## src/rtl/cdc_pkg.sv

```systemverilog
// Shared types and constants for both ends of the req/ack clock-domain crossing.
package cdc_pkg;

    typedef enum logic [1:0] {
        IDLE    = 2'd0,
        WAIT_HI = 2'd1,
        WAIT_LO = 2'd2
    } tx_state_t;

    localparam int CDC_MIN_SYNC_STAGES = 2;
    localparam int CDC_MAX_SYNC_STAGES = 4;

    // Fold an out-of-range depth back into the supported window.
    function automatic int clamp_stages(input int n);
        if (n < CDC_MIN_SYNC_STAGES) begin
            return CDC_MIN_SYNC_STAGES;
        end else if (n > CDC_MAX_SYNC_STAGES) begin
            return CDC_MAX_SYNC_STAGES;
        end else begin
            return n;
        end
    endfunction

endpackage

```

## src/rtl/sync_bit_nff.sv

```systemverilog
// Single-bit multi-flop synchronizer, reset to 0; shared by the sender and receiver ends.
module sync_bit_nff
    import cdc_pkg::*;
#(
    parameter int SYNC_STAGES = 2
) (
    input  logic clk,
    input  logic rst_n,
    input  logic i_d,
    output logic o_q
);

    localparam int N = clamp_stages(SYNC_STAGES);

    logic [N-1:0] r_chain;

    // Shift the asynchronous level through the flop chain.
    always_ff @(posedge clk or negedge rst_n) begin
        if (!rst_n) begin
            r_chain <= '0;
        end else begin
            r_chain <= {r_chain[N-2:0], i_d};
        end
    end

    assign o_q = r_chain[N-1];

endmodule

```

## src/rtl/cdc_handshake_tx.sv

```systemverilog
// Source-side sender of a 4-phase req/ack crossing. Optional per-wait abort
// with sticky timeout_err is enabled by defining CDC_TX_TIMEOUT_EN.
module cdc_handshake_tx
    import cdc_pkg::*;
#(
    parameter int D           = 8,
    parameter int SYNC_STAGES = 2
`ifdef CDC_TX_TIMEOUT_EN
    , parameter int TIMEOUT   = 255
`endif
) (
    input  logic         clk,
    input  logic         rst_n,
    input  logic         in_valid,
    output logic         in_ready,
    input  logic [D-1:0] data_in,
    output logic         xfer_req,
    output logic [D-1:0] xfer_data,
    input  logic         xfer_ack,
    output logic         done
`ifdef CDC_TX_TIMEOUT_EN
    , output logic       timeout_err
`endif
);

    tx_state_t    r_state;
    logic         r_req;
    logic         r_done;
    logic [D-1:0] r_data;
    logic         w_ack_s;
    logic         w_in_ready;

    sync_bit_nff #(.SYNC_STAGES(SYNC_STAGES)) u_ack_sync (
        .clk   (clk),
        .rst_n (rst_n),
        .i_d   (xfer_ack),
        .o_q   (w_ack_s)
    );

    // A lingering ack from the previous transfer blocks new captures.
    assign w_in_ready = (r_state == IDLE) && !w_ack_s;
    assign in_ready   = w_in_ready;
    assign xfer_req   = r_req;
    assign xfer_data  = r_data;
    assign done       = r_done;

`ifdef CDC_TX_TIMEOUT_EN
    localparam logic [15:0] TMO = 16'(TIMEOUT);

    logic [15:0] r_wait_cnt;
    logic [15:0] w_wait_next;
    logic        w_expired;
    logic        r_aborted;
    logic        r_timeout_err;

    assign w_wait_next = r_wait_cnt + 16'd1;
    assign w_expired   = (w_wait_next == TMO);
    assign timeout_err = r_timeout_err;
`endif

    // Handshake sequencer; req, data and done are all driven from flops.
    always_ff @(posedge clk or negedge rst_n) begin
        if (!rst_n) begin
            r_state <= IDLE;
            r_req   <= 1'b0;
            r_data  <= '0;
            r_done  <= 1'b0;
`ifdef CDC_TX_TIMEOUT_EN
            r_wait_cnt    <= 16'd0;
            r_aborted     <= 1'b0;
            r_timeout_err <= 1'b0;
`endif
        end else begin
            r_done <= 1'b0;
            case (r_state)
                IDLE: begin
                    if (in_valid && w_in_ready) begin
                        r_data  <= data_in;
                        r_req   <= 1'b1;
                        r_state <= WAIT_HI;
`ifdef CDC_TX_TIMEOUT_EN
                        r_wait_cnt <= 16'd0;
                        r_aborted  <= 1'b0;
`endif
                    end
                end
                WAIT_HI: begin
                    if (w_ack_s) begin
                        r_req   <= 1'b0;
                        r_state <= WAIT_LO;
`ifdef CDC_TX_TIMEOUT_EN
                        r_wait_cnt <= 16'd0;
                    end else if (w_expired) begin
                        r_req         <= 1'b0;
                        r_state       <= WAIT_LO;
                        r_wait_cnt    <= 16'd0;
                        r_aborted     <= 1'b1;
                        r_timeout_err <= 1'b1;
                    end else begin
                        r_wait_cnt <= w_wait_next;
`endif
                    end
                end
                WAIT_LO: begin
                    if (!w_ack_s) begin
                        r_state <= IDLE;
`ifdef CDC_TX_TIMEOUT_EN
                        // An aborted transfer never reports completion.
                        r_done     <= !r_aborted;
                        r_wait_cnt <= 16'd0;
                    end else if (w_expired) begin
                        r_state       <= IDLE;
                        r_wait_cnt    <= 16'd0;
                        r_timeout_err <= 1'b1;
                    end else begin
                        r_wait_cnt <= w_wait_next;
`else
                        r_done <= 1'b1;
`endif
                    end
                end
                default: begin
                    r_state <= IDLE;
                    r_req   <= 1'b0;
                end
            endcase
        end
    end

endmodule
```

## config.mk

```make
export PLATFORM = sky130hd
export DESIGN_NAME = cdc_handshake_tx
export DESIGN_NICKNAME = d
export VERILOG_FILES = /design/src/rtl/cdc_pkg.sv /design/src/rtl/sync_bit_nff.sv /design/src/rtl/cdc_handshake_tx.sv
export SDC_FILE = /design/constraint.sdc
export NUM_CORES = 1
export LEC_CHECK = 0
export ABC_AREA = 0
export CAP_MARGIN = 20
export CELL_PAD_IN_SITES_DETAIL_PLACEMENT = 1
export CELL_PAD_IN_SITES_GLOBAL_PLACEMENT = 1
export CORE_MARGIN = 2
export CORE_UTILIZATION = 31
export CTS_CLUSTER_DIAMETER = 100
export CTS_CLUSTER_SIZE = 12
export DETAILED_ROUTE_END_ITERATION = 12
export PLACE_DENSITY_LB_ADDON = 0.3
export SYNTH_ARGS = -nofsm -noshare
export SYNTH_HDL_FRONTEND = slang
export SYNTH_SLANG_ARGS = --single-unit
export TNS_END_PERCENT = 30
```

## constraint.sdc

```tcl
create_clock -name clk -period 1.6 [get_ports clk]
set_input_delay 0.32 -clock clk [delete_from_list [all_inputs] [get_ports clk]]
set_output_delay 0.32 -clock clk [all_outputs]
set_load 0.05 [all_outputs]
```

# Word-level counts from Yosys, hierarchy flattened

Cells that the tools add are included.

Register bits: 14
Input port bits: 12
Output and inout bits: 11
Logic and storage cells: 27

Equality and inequality tests: 5
Multiplexer cells: 9
Bitwise operators: 1
Reduce and logical (&&, ||, !) cells: 7

Operators by type and width:

| operator           | count |
|---|---|
| $mux 2             | 3 |
| $pmux 2 s3         | 1 |
| $reduce_and 3->1   | 2 |
| $mux 1             | 4 |
| $ne 2x1->1 const B | 2 |
| $pmux 1 s3         | 1 |
| $eq 2x1->1 const B | 1 |
| $eq 2x2->1 const B | 1 |
| $logic_and 1x1->1  | 2 |
| $logic_not 2->1    | 1 |
| $ne 2x2->1 const B | 1 |
| $reduce_and 2->1   | 1 |
| $logic_not 1->1    | 1 |
| $not 1->1          | 1 |

# Depth between registers and ports, before layout

Gate-level depths: netlist of the first run.

Word-level depth: 5
Depth in mapped cells: 4
Mapped depth without buffers: 3

# Modules after synthesis

Synthesis of the first run repeated with hierarchy kept, for this count alone.

Cells, all modules: 34
Area total of the unflattened synthesis: 533.0 sq um

By module, submodules not included:

| module           | times used | cells an instance | area each (sq um) | seq. area each (sq um) |
|---|---|---|---|---|
| cdc_handshake_tx | 1          | 32                | 483.0             | 300.3 |
| sync_bit_nff     | 1          | 2                 | 50.0              | 50.0 |

# Worst setup path after synthesis of the first run

Ideal clock, no wire load.

Path kind: flip-flop to output port
Start point: register r_state[0]
End point: output in_ready
Arrival: 1.565 ns
Data required time: 1.280 ns
Setup slack: -0.285 ns
Cell stages (with the launch flop): 3
Buffers on the path: 1
Cell sequence: dfrtp_1 -> buf_6 -> nor3_1

Longest elaborated chain between the ends: 2

Ends and longest elaborated chain:

| item                   | line                   | source |
|---|---|---|
| start, declared        | cdc_handshake_tx.sv:26 | `tx_state_t r_state;` |
| start signal, assigned | cdc_handshake_tx.sv:64 | `r_state <= IDLE;` |
| start signal, assigned | cdc_handshake_tx.sv:80 | `r_state <= WAIT_HI;` |
| start signal, assigned | cdc_handshake_tx.sv:90 | `r_state <= WAIT_LO;` |
| $logic_not 2->1        | cdc_handshake_tx.sv:41 | `assign w_in_ready = (r_state == IDLE) && !w_ack_s;` |
| $logic_and 1x1->1      | cdc_handshake_tx.sv:41 |  |
| end, declared          | cdc_handshake_tx.sv:15 | `output logic in_ready,` |

No other way between the ends.

# Worst setup path in the final report of the first run

Start point: register u_ack_sync.r_chain[1]
End point: output in_ready

Longest elaborated chain between the ends: 2

Ends and longest elaborated chain:

| item                   | line                   | source |
|---|---|---|
| start, declared        | sync_bit_nff.sv:15     | `logic [N-1:0] r_chain;` |
| start signal, assigned | sync_bit_nff.sv:22     | `r_chain <= {r_chain[N-2:0], i_d};` |
| $logic_not 1->1        | -                      |  |
| $logic_and 1x1->1      | cdc_handshake_tx.sv:41 |  |

No other way between the ends.

==> key figures, run 1 <==
Outcome
  • Status: completed

STA
  • Worst slew margin: 0.861
  • Final Hold Fails: 0
  • Min cycle time layout: 1530 ps
  • Clk_skew: 0.808 ps
  • Worst hold margin: 345 ps
  • Final setup violation count: 0
  • Max Clk Rate: 654 MHz
  • Slew Limit Fails: 0
  • Period utilization: 0.955
  • RSZ-0062 raised after global routing: no
  • Slew @ Worst Pin: 208 ps
  • Post-route setup slack: 71.8 ps

Die
  • Die height: 45.5 um
  • Rows: 14
  • Effective utilization at floorplan: 0.342
  • DIE AREA: 0.00207 mm^2
  • Num ports: 23
  • Core ar.: 0.00156 mm^2
  • DIE WIDTH: 45.5 um

Setup path
  • Startpoint Class: flip-flop
  • Critical path class: reg -> out
  • Req. time, crit path: 1280 ps
  • Worst setup EP type: output port
  • Crit path DAT: 1210 ps
  • Crit Path Max Fanout: 5

Finish
  • Final nets: 79
  • Synth-to-Final Area Change: 59.6%
  • Flip-flop and latch area: roughly 350 um^2
  • Number of diodes: 0
  • Fin cells: a little over 80
  • Area of the multi-input gates: 175 um^2
  • Fin area: 851 um^2
  • Fill count: 175
  • Commonest cells after routing, fill and taps aside: buf_4 (16), dfrtp_1 (14), clkdlybuf4s50_1 (11), mux2_2 (8), clkbuf_4 (3)
  • Layout cells sized above 1: 0.485
  • Most common cell after layout, fill and taps aside: buf_4

Placement
  • Placed instance count: 77
  • Placed instance area: 797 um^2
  • IO Port Bufs: 22
  • Place WS: -51.9 ps
  • Routability cong.: about 0.63
  • Post-detail-place hpwl: 765 um

Clocking
  • Num CTS Buffers: 3
  • Htree depth: 1
  • Worst-skew pair later-pin latency: 270 ps
  • Max Root-Sink Buffers: 2
  • Hold Buf Count CTS: 0
  • Root Buffer: clkbuf_4
  • Clock Sinks: 14
  • Register clock-pin slew on the reported worst setup and hold paths: 80 ps
  • TritonCTS clock tree: built

GRT
  • Vias in the first global route: slightly below 400
  • First-pass GRT wire length: around 1700 um
  • Initial antenna violation count: 0
  • Total grt overflow: 0
  • Largest net degree at the start of global routing: 15
  • Gr usage total: 0.122

Drt
  • DRC: 0
  • Initial DRC count: 0
  • Vias per cell: 4.74
  • Detail Route Antenna Nets: 0
  • DR pass1 iterations: 1
  • Detailed-route wire length per cell: 12.3 um
  • Routed vias: between 300 and 400
  • Final WL: 1010 um

Synthesis
  • Synthesis-stage register bit count: 14
  • Post-Syn Nets: between 40 and 50
  • Distinct cells, synth: 12
  • Syn Inst Count: 34
  • Mapped cell area: 533 um^2
  • Syn. warnings: 0
  • Register area share after synthesis: 0.657
  • Avg Inst Size Synth: 15.7 um^2

Min path
  • Hold crit path type: in -> async

Flow run
  • Max-cap violations: 0

Power and ir drop
  • Cell Pwr Density: 1490 mW/mm^2
  • Leak pwr: 0.393 nW
  • Overall power: 1.26 mW
  • VDD IR-drop max: 0.000809 V
synth_stat cells, drive strengths merged:
cell   count  area (um^2)
inv        2         7.51
nor4b      1         23.8
dfrtp     14          350
nor2       1         3.75
mux2       8         90.1
a21oi      1         5.00
buf        1         11.3
nor3       2         10.0
and2       1         6.26
nor3b      1         7.51
o32ai      1         8.76
xor2       1         8.76
flip-flops by register name, indices dropped and copies added (netlist names):
| register | cells |
|---|---|
| xfer_req | 1 |
| u_ack_sync.r_chain | 2 |
| xfer_data | 8 |
| done | 1 |
| r_state | 2 |
final timing paths:
path | end | from | slack [ps] | cells after the start
setup / recovery | in_ready | u_ack_sync.r_chain[1] | 70 | 3
hold / removal | xfer_data[0] | rst_n | 350 | 2
setup reg to reg | xfer_data[5] | u_ack_sync.r_chain[1] | 230 | 4
hold reg to reg | u_ack_sync.r_chain[1] | u_ack_sync.r_chain[0] | 360 | 0
max in group asynchronous | xfer_req | rst_n | 1090 | 2
min in group clk | u_ack_sync.r_chain[1] | u_ack_sync.r_chain[0] | 360 | 0
report_power, final:
group / switching (mW) / internal [mW] / leakage, nW
logic: 0.339 / 0.205 / 0.204
registers: 0.0439 / 0.429 / 0.168
clock network: 0.108 / 0.138 / 0.0210
total: 0.491 / 0.773 / 0.393
metrics by stage:
stage / utilization / setup TNS [ps]
4_1_cts: 0.539 / 0
2_1_floorplan: - / 0
5_1_grt: 0.546 / 0
6_report: 0.546 / 0
3_3_place_gp: 0.511 / -288
3_5_place_dp: 0.511 / -407
layer usage:
metal / track usage / routed length [um] / vias to the layer above
li1: - / - / 181
met1: 0.151 / 447 / 201
met2: 0.189 / 520 / 7
met3: 0.0476 / 39 / 0
met4: 0.0529 / 0 / 0
met5: 0 / 0 / -
cell families after synthesis:
| logic type | after synthesis | share of synthesized area |
|---|---|---|
| flip-flops | 14 | 0.657 |
| multiplexers | 8 | 0.169 |
| AND/OR/NAND/NOR | 6 | 0.0962 |
| buffers and inverters | 3 | 0.0352 |
| AO/OA/AOI/OAI | 2 | 0.0258 |
| XOR/XNOR | 1 | 0.0164 |
area by class of cell:
| type | instances | area share |
|---|---|---|
| clock buffer | 4 | 0.0426 |
| inverter | 2 | 0.00882 |
| multi-input combinational | 17 | 0.206 |
| sequential | 14 | 0.412 |
| tap | 16 | 0.0235 |
| timing repair buffer | 29 | 0.307 |
worst max-delay path, stage by stage (launching register included):
cell and delay, ps:
dfrtp_1 390, buf_4 160, nor3_4 220, buf_12 160
repair_timing:
item                       4_1_cts  5_1_grt
pin swaps                        0        1
hold endpoints to repair         0        0
resized for setup                1        1
setup endpoints to repair        1        1
buffers inserted                 0        1
Note: power is estimated with default switching activity, not from simulation.
==> run 2, diff against run 1 <==
- CTS_CLUSTER_SIZE: 12 -> 20
==> results of run 2 <==
No change in the layout: final DEF, timing and power equal those of run 1.
==> patch (settings of run 2) <==
Encoding of `tx_state_t`: now one-hot (3 bits for 3 states).
--- a/src/rtl/cdc_pkg.sv
+++ b/src/rtl/cdc_pkg.sv
@@ -3,6 +3,6 @@
 
-    typedef enum logic [1:0] {
-        IDLE    = 2'd0,
-        WAIT_HI = 2'd1,
-        WAIT_LO = 2'd2
+    typedef enum logic [2:0] {
+        IDLE    = 3'b001,
+        WAIT_HI = 3'b010,
+        WAIT_LO = 3'b100
     } tx_state_t;
Formal check against the unedited RTL: no difference found for any inputs over 10 cycles, from zero or initial values and one cycle with rst_n low; not proved beyond that.
==> patch against run 2 <==
- the flow now finishes with violations (negative setup slack)
- routed wire length up 31%
- synthesized area up 18%
- worst setup slack got worse by 0.20 ns
- final area grew 16%
- total power is 3.2% lower
- final cell count increased by 26%
- highest routed layer is now met4
- sequential power grew 3%
- sequential cell count is 1 higher
==> patch: results (changes against run 2) <==
| Metric | Value |
|---|---|
| Post-synthesis sequential area ratio | `59.72% (-6.0 points)` |
| GR Util All Layers | `11.56% (-0.67 points)` |
| Via density | `4.398 (-7.3%)` |
| Synth area leaders | `dfrtp_1 56%, mux2_4 19%, dfstp_2 4.2%` |
| Layout Cells excl Fill | `103 (+26%)` |
| Placed Cells | `96 (+25%)` |
| Num rows | `16 (+2)` |
| Final setup margin | `-0.1319 ns (-0.2036 ns)` |
| Routability cong. | `0.7310 (+15%)` |
| Hold Path Class | `reg -> reg` |
| IR drop worst, VDD | `657.0 uV (-19%)` |
| Slowest stage delay, CP | `0.55 ns (+0.16 ns)` |
| P_leak | `0.4561 nW (+16%)` |
| Syn Nets | `54 (+17%)` |
| First-pass GRT wire length | `2063 microns (+20%)` |
| CP arrival | `1.41 ns (+0.20 ns)` |
| Violated checks | `negative setup slack` |
| Largest net degree at the start of global routing | `16 (+1)` |
| Slowest CP cell | `dfstp_2` |
| Mean area per synthesized cell | `15.01 sq um (-4.2%)` |
| Setup violators final | `9 (+9)` |
| Clock skew | `0.004621 ns (+0.003813 ns)` |
| Crit path max fanout | `2 (-3)` |
| Fin nets | `89 (+13%)` |
| Worst slew pin tran | `0.3586 ns (+0.1508 ns)` |
| Synth unique cells | `17 (+5)` |
| DR iter-0 viols | `3 (+3)` |
| Fill count | `211 (+21%)` |
| Status | `finished, violations left` |
-- patch: metrics by stage --
stage	setup TNS (ns)	area, sq um	setup WS [ns]	util (%)	hold WS, ns
after global routing	-0.7825	983.4	-0.2062	50.64	0.3608
after floorplan	0	641.9	0.09586	-	0.02441
after detailed placement	-1.857	918.4	-0.2450	47.29	0.3363
after CTS	-0.1465	955.9	-0.1465	49.23	0.3558
final	-0.4283	983.4	-0.1319	50.64	0.3540
after global placement	-1.653	918.4	-0.2104	47.29	0.3369
-- patch: path summary, 6_finish.rpt --
check / start / end / slack (ns) / cells past startpoint
setup / recovery: r_state[0] / in_ready / -0.13 / 4
hold / removal: u_ack_sync.r_chain[0] / u_ack_sync.r_chain[1] / 0.35 / 0
setup reg to reg: r_state[0] / xfer_data[2] / -0.05 / 5
hold reg to reg: u_ack_sync.r_chain[0] / u_ack_sync.r_chain[1] / 0.35 / 0
max in group asynchronous: rst_n / r_state[0] / 1.00 / 2
min in group asynchronous: rst_n / xfer_data[7] / 0.36 / 2
-- patch: per-layer routing --
metal	vias up	GRT usage [%]	share of wire, %
met5	-	0	0
met2	13	17.57	50
met4	0	4.286	0.84
li1	213	-	-
met3	2	3.681	6.1
met1	225	15.32	43
-- patch: cell families after synthesis --
family,count (synthesis),synth area share (%)
flops,15,59.72
simple gates,11,12.30
mux,8,19.05
compound gates,5,5.159
buf+inv,2,2.380
xor+xnor,1,1.389
-- patch: area by class of cell --
class                   instances  area share (%)
clock buffers                   4           2.672
repair buffers                 32           29.64
multi-input cells              25           25.95
well taps                      27           3.435
flip-flops and latches         15           38.30
-- patch: power breakdown --
| part | internal, mW | switching, mW |
|---|---|---|
| Combinational | 0.229 | 0.304 |
| Clock | 0.0963 | 0.107 |
| Sequential | 0.447 | 0.0394 |
| Total | 0.773 | 0.450 |
-- patch: repair_timing --
action,CTS,global route
setup buffers,1,2
endpoints found under the setup margin,1,4
hold buffers,0,0
resized for setup,1,3
